## src/rtl/mvau_inp_buf_ctrl_if.sv

```systemverilog
// Handshake and buffer-control bundle between the MVAU input stream, the
// input activation buffer and the PE/SIMD array.
interface mvau_inp_buf_ctrl_if #(
    parameter int BUF_ADDR = 4,
    parameter int NF_W     = 2
);
    logic                in_v;
    logic                in_rdy;
    logic                out_stall;
    logic                wr_en;
    logic                rd_en;
    logic [BUF_ADDR-1:0] addr;
    logic                do_mvau;
    logic                sf_clr;
    logic                sf_last;
    logic [NF_W-1:0]     nf_cnt;

    // Stream source and array side: drives valid/back-pressure, observes controls.
    modport master (
        output in_v, out_stall,
        input  in_rdy, wr_en, rd_en, addr, do_mvau, sf_clr, sf_last, nf_cnt
    );

    // Controller side.
    modport slave (
        input  in_v, out_stall,
        output in_rdy, wr_en, rd_en, addr, do_mvau, sf_clr, sf_last, nf_cnt
    );
endinterface

```

## src/rtl/mvau_inp_buf_ctrl.sv

```systemverilog
// MVAU input buffer controller: writes each SF-beat activation vector once
// during neuron fold 0, then replays it from the buffer for folds 1..NF-1.
module mvau_inp_buf_ctrl #(
    parameter int SF       = 16,
    parameter int NF       = 4,
    parameter int BUF_ADDR = (SF > 1) ? $clog2(SF) : 1,
    parameter int NF_W     = (NF > 1) ? $clog2(NF) : 1
) (
    input  logic                 clk,
    input  logic                 rst_n,
    mvau_inp_buf_ctrl_if.slave   bus
);
    typedef enum logic {
        MODE_WRITE = 1'b0,
        MODE_READ  = 1'b1
    } mode_t;

    localparam logic [BUF_ADDR-1:0] SF_LAST = BUF_ADDR'(SF - 1);
    localparam logic [NF_W-1:0]     NF_LAST = NF_W'(NF - 1);

    mode_t               mode;
    logic [BUF_ADDR-1:0] sf_cnt;
    logic [NF_W-1:0]     nf_q;
    logic                fire;

    // A beat advances when downstream can take it and, in WRITE, a live beat
    // is present; READ beats come from the buffer so they need no input.
    assign fire = rst_n && !bus.out_stall && ((mode == MODE_READ) || bus.in_v);

    // in_rdy depends only on state and out_stall, never on in_v.
    assign bus.in_rdy  = rst_n && (mode == MODE_WRITE) && !bus.out_stall;
    assign bus.wr_en   = fire && (mode == MODE_WRITE);
    assign bus.rd_en   = rst_n && (mode == MODE_READ);
    assign bus.addr    = rst_n ? sf_cnt : '0;
    assign bus.nf_cnt  = rst_n ? nf_q : '0;
    assign bus.do_mvau = fire;
    assign bus.sf_clr  = fire && (sf_cnt == '0);
    assign bus.sf_last = fire && (sf_cnt == SF_LAST);

    // NOTE: all state is updated with non-blocking assignments so each
    // register sees pre-edge values of the others within the same edge.
    always_ff @(posedge clk) begin
        if (!rst_n) begin
            mode   <= MODE_WRITE;
            sf_cnt <= '0;
            nf_q   <= '0;
        end else if (fire) begin
            if (sf_cnt != SF_LAST) begin
                sf_cnt <= sf_cnt + 1'b1;
            end else begin
                sf_cnt <= '0;
                // Wrap back to WRITE after the last fold; with NF=1 this
                // keeps the controller in WRITE permanently.
                if (nf_q == NF_LAST) begin
                    nf_q <= '0;
                    mode <= MODE_WRITE;
                end else begin
                    nf_q <= nf_q + 1'b1;
                    mode <= MODE_READ;
                end
            end
        end
    end
endmodule

```

## src/flat_wrapper.sv

```systemverilog
// flat-port wrapper written by rule: the top's interface ports become plain ports
module mvau_inp_buf_ctrl_flat 
#(
    parameter int SF       = 16,
    parameter int NF       = 4,
    parameter int BUF_ADDR = (SF > 1) ? $clog2(SF) : 1,
    parameter int NF_W     = (NF > 1) ? $clog2(NF) : 1
)
  (clk, rst_n, bus_in_v, bus_out_stall, bus_in_rdy, bus_wr_en, bus_rd_en, bus_addr, bus_do_mvau, bus_sf_clr, bus_sf_last, bus_nf_cnt);
  mvau_inp_buf_ctrl_if #(.BUF_ADDR(BUF_ADDR), .NF_W(NF_W)) bus_i ();
  input  logic clk;
  input  logic rst_n;
  input wire logic [$bits(bus_i.in_v)-1:0] bus_in_v;
  input wire logic [$bits(bus_i.out_stall)-1:0] bus_out_stall;
  output wire logic [$bits(bus_i.in_rdy)-1:0] bus_in_rdy;
  output wire logic [$bits(bus_i.wr_en)-1:0] bus_wr_en;
  output wire logic [$bits(bus_i.rd_en)-1:0] bus_rd_en;
  output wire logic [$bits(bus_i.addr)-1:0] bus_addr;
  output wire logic [$bits(bus_i.do_mvau)-1:0] bus_do_mvau;
  output wire logic [$bits(bus_i.sf_clr)-1:0] bus_sf_clr;
  output wire logic [$bits(bus_i.sf_last)-1:0] bus_sf_last;
  output wire logic [$bits(bus_i.nf_cnt)-1:0] bus_nf_cnt;
  assign bus_i.in_v = bus_in_v;
  assign bus_i.out_stall = bus_out_stall;
  assign bus_in_rdy = bus_i.in_rdy;
  assign bus_wr_en = bus_i.wr_en;
  assign bus_rd_en = bus_i.rd_en;
  assign bus_addr = bus_i.addr;
  assign bus_do_mvau = bus_i.do_mvau;
  assign bus_sf_clr = bus_i.sf_clr;
  assign bus_sf_last = bus_i.sf_last;
  assign bus_nf_cnt = bus_i.nf_cnt;
  mvau_inp_buf_ctrl #(.SF(SF), .NF(NF), .BUF_ADDR(BUF_ADDR), .NF_W(NF_W)) u_core (.clk(clk), .rst_n(rst_n), .bus(bus_i));
endmodule
```

## config.mk

```make
export PLATFORM = sky130hd
export DESIGN_NAME = mvau_inp_buf_ctrl_flat
export DESIGN_NICKNAME = d
export VERILOG_FILES = /design/src/rtl/mvau_inp_buf_ctrl_if.sv /design/src/rtl/mvau_inp_buf_ctrl.sv /design/src/flat_wrapper.sv
export SDC_FILE = /design/constraint.sdc
export NUM_CORES = 1
export LEC_CHECK = 0
export BUFFER_PORTS_ARGS = -buffer_cell sky130_fd_sc_hd__buf_2
export CAP_MARGIN = 20
export CORE_AREA = 4 4 41 43
export CTS_CLUSTER_DIAMETER = 150
export DETAILED_ROUTE_END_ITERATION = 10
export DIE_AREA = 0 0 45 47
export GPL_ROUTABILITY_DRIVEN = 0
export PLACE_DENSITY = 0.56
export SYNTH_ARGS = -nofsm -noshare
export SYNTH_HDL_FRONTEND = slang
export SYNTH_SLANG_ARGS = --single-unit
```

## constraint.sdc

```tcl
create_clock -name clk -period 1.69 [get_ports clk]
set_clock_uncertainty 0.15 [all_clocks]
set_input_delay 0.338 -clock clk [delete_from_list [all_inputs] [get_ports clk]]
set_output_delay 0.338 -clock clk [all_outputs]
set_load 0.01 [all_outputs]
```

==> summary.txt <==
Route
  – DRT antenna net count: 0
  – Vias per std cell: 4.667
  – DRT Pass-1 Iters: 4
  – Final wirelength: 1095 um
  – DR vias: 462
  – Starting DRT DRC Count: 12
  – DR DRC count: 0
  – Detailed-route wire length per cell: 11.06 um

Run status
  – Status: finished with violations
  – Failing checks: negative setup slack

Yosys
  – Most frequent cells after synthesis: nor2_1 (8), dfxtp_1 (7), inv_1 (7)
  – Yosys reg bits: 7
  – Sequential cell area fraction in the yosys report: 31.82%
  – Cells after Synth: 52
  – Avg Inst Size Synth: 8.470 um^2
  – Distinct cells, synth: 19
  – Synth warn: 0
  – Yosys top cell area share: 31.82%
  – Post-synth EDFFs: 0
  – Top post-synthesis cells by area: dfxtp_1 (32%), ha_1 (8.5%), mux2_4 (6.8%), nor2_1 (6.8%), inv_1 (6.0%)
  – Most frequent cell after synthesis: nor2_1
  – Primary FF master, synth: dfxtp_1
  – Post-synth net total: 59
  – Ys async rst share: 0%
  – Post-Syn Area: 440.4 um^2
  – Cell taking the most area after synthesis: dfxtp_1

Final layout
  – Layout cell share with drive strength beyond 1: 58.33%
  – Final core occ: 54.42%
  – # diodes: 0
  – Synthesis-to-layout area growth: 60.80%
  – Net count, final: 92
  – Final instance area: 708.2 um^2
  – Final Non-Filler Cells: 99

Worst setup path
  – Critical-path top delay cell: or4_4
  – Critical Path End Type: primary output
  – Critical path class: flop to primary output
  – Worst Path Buf+Inv: 2
  – Critical register-to-register path startpoint: u_core.sf_cnt[1]
  – R2R Setup Slk: 10 ps
  – Critical Path Source Type: flop
  – Crit path largest cell delay: 430 ps
  – Worst R2R End: u_core.nf_q[1]
  – Crit Path Max Fanout: 2
  – Worst-path cell chain: ha_4 > nand2_1 > or4_4 > inv_2 > buf_6
  – R2r worst-path depth: 5
  – Req. time, crit path: 1200 ps
  – Critical path's top delay family: simple AND/OR/NAND/NOR gates
  – CP arrival: 1350 ps

Timing
  – Hold WS: 403.5 ps
  – Fmax: 543.4 MHz
  – Fin. max-slew vios: 0
  – Final hold violation count: 0
  – RSZ-0062 raised after global routing: yes
  – Final setup vio count: 2
  – Period minus WS final: 1840 ps
  – Final Cycle Share: 108.9%
  – Worst slew margin: 79.77%
  – Final setup TNS: -155.2 ps
  – Worst Tran Pin Value: 299.6 ps
  – Final worst slack: -150.1 ps

Floorplan
  – Row Count: 13
  – Die Ht: 47 um
  – Core area: 0.001301 mm^2
  – Die width: 45 um
  – Initial core utilization: 33.85%
  – Ports: 16
  – Die area: 0.002115 mm^2

Clock network
  – CTS Sinks: 7
  – Cts hold-fix bufs: 0
  – CTS tree: done
  – Clock slew at reported path FFs: 60 ps
  – CTS Buf Count: 3
  – Clock Latency Late Sink: 250 ps
  – H-tree levels: 1
  – Root buffer cell: clkbuf_4
  – Maximum root-to-sink buffer count: 2

Global routing
  – Vias in the first global route: 404
  – Initial antenna violation count: 0
  – Global-route wire length before repair: 1642 um
  – Largest net degree at the start of global routing: 10
  – Grt total ovfl: 0
  – Total Routing Usage GR: 11.30%

Pwr
  – Lkg Pwr: 0.3774 nW
  – Peak supply drop: 0.0003917 V
  – Power Density: 529.7 mW/mm^2
  – Total design power: 0.3751 mW

Hold path
  – Hold path cells: 4
  – Hold Path End: u_core.mode
  – Worst hold start: rst_n
  – Hold Crit Class: input port to flop

Flow run
  – Max-cap violations: 0

Placed design
  – Dpl cells: 91
  – DP Wirelength: 845.9 um
  – Dpl cell area: 619.3 um^2
  – IO buf count: 15
  – Setup WS pre-CTS: -40.59 ps
## layer usage
metal,global-route usage (%),wire [um]
met1,13.86,493
met5,0,0
met2,17.23,536
met3,3.448,55
met4,7.018,9
## state kept, by name, indices dropped and copies added, names as in the netlist
name and cells:
u_core.sf_cnt 4, u_core.nf_q 2, u_core.mode 1
## logic make-up after synthesis
group	Yosys count	synth area share, %
buffers and inverters	9	11.08
adders and majority gates	3	8.524
muxes	4	11.65
AOI/OAI and AO/OA	7	9.375
DFF	7	31.82
and+or+nand+nor	22	27.56
## placed cells by master, fill, tap and decap left out, types with 2 or more instances in the layout
| master | Yosys | final |
|---|---|---|
| dfxtp_1 | 7 | 4 |
| buf_6 | 2 | 3 |
| a21oi_1 | 3 | 3 |
| buf_4 | 0 | 13 |
| inv_1 | 7 | 6 |
| nor2_1 | 8 | 6 |
| ha_1 | 3 | 2 |
| and3_1 | 2 | 2 |
| or4_1 | 3 | 3 |
| buf_2 | 0 | 14 |
| mux2_4 | 2 | 2 |
| o21ai_0 | 2 | 2 |
| nand2_1 | 3 | 3 |
| and2_2 | 3 | 3 |
| clkbuf_4 | 0 | 3 |
| dfxtp_4 | 0 | 2 |
## power by group
part	total [mW]	switching [mW]	internal, mW
Combinational	0.0537	0.0260	0.0277
Clock	0.154	0.0641	0.0903
Sequential	0.167	0.00176	0.165
## worst register-to-register path: cells and delay by family (launching register included)
family	cells	cell delay (ps)
buf+inv	1	170
mux	1	290
flops	1	350
simple gates	2	480
fa+ha+maj	1	120
## timing repair
| item | CTS | global route |
|---|---|---|
| hold endpoints to repair | 0 | 0 |
| gates resized for setup | 4 | 5 |
| setup buffers | 2 | 2 |
| pin swaps | 1 | 1 |
| setup endpoints to repair | 3 | 6 |
## worst max path at each step
| stage | startpoint | end | slack [ps] | depth (start not counted) |
|---|---|---|---|---|
| 2_1_floorplan | u_core.sf_cnt[1] | u_core.nf_q[0] | -2 | 5 |
| 3_3_place_gp | u_core.sf_cnt[1] | bus_sf_last | -30 | 5 |
| 3_5_place_dp | u_core.sf_cnt[1] | bus_sf_last | -40 | 5 |
| 4_1_cts | u_core.sf_cnt[1] | bus_sf_last | -160 | 5 |
| 5_1_grt | u_core.sf_cnt[1] | bus_sf_last | -200 | 5 |
| 6_report | u_core.sf_cnt[1] | bus_sf_last | -150 | 5 |
## layout make-up
type                            count  area, um^2
Clock buffer                        4       26.28
Fill cell                         136       593.1
Timing Repair Buffer               30       201.4
Tap cell                           15       18.77
Multi-Input combinational cell     36       286.5
Sequential cell                     7       148.9
Inverter                            7       26.28
(Power assumes the default switching activity.)
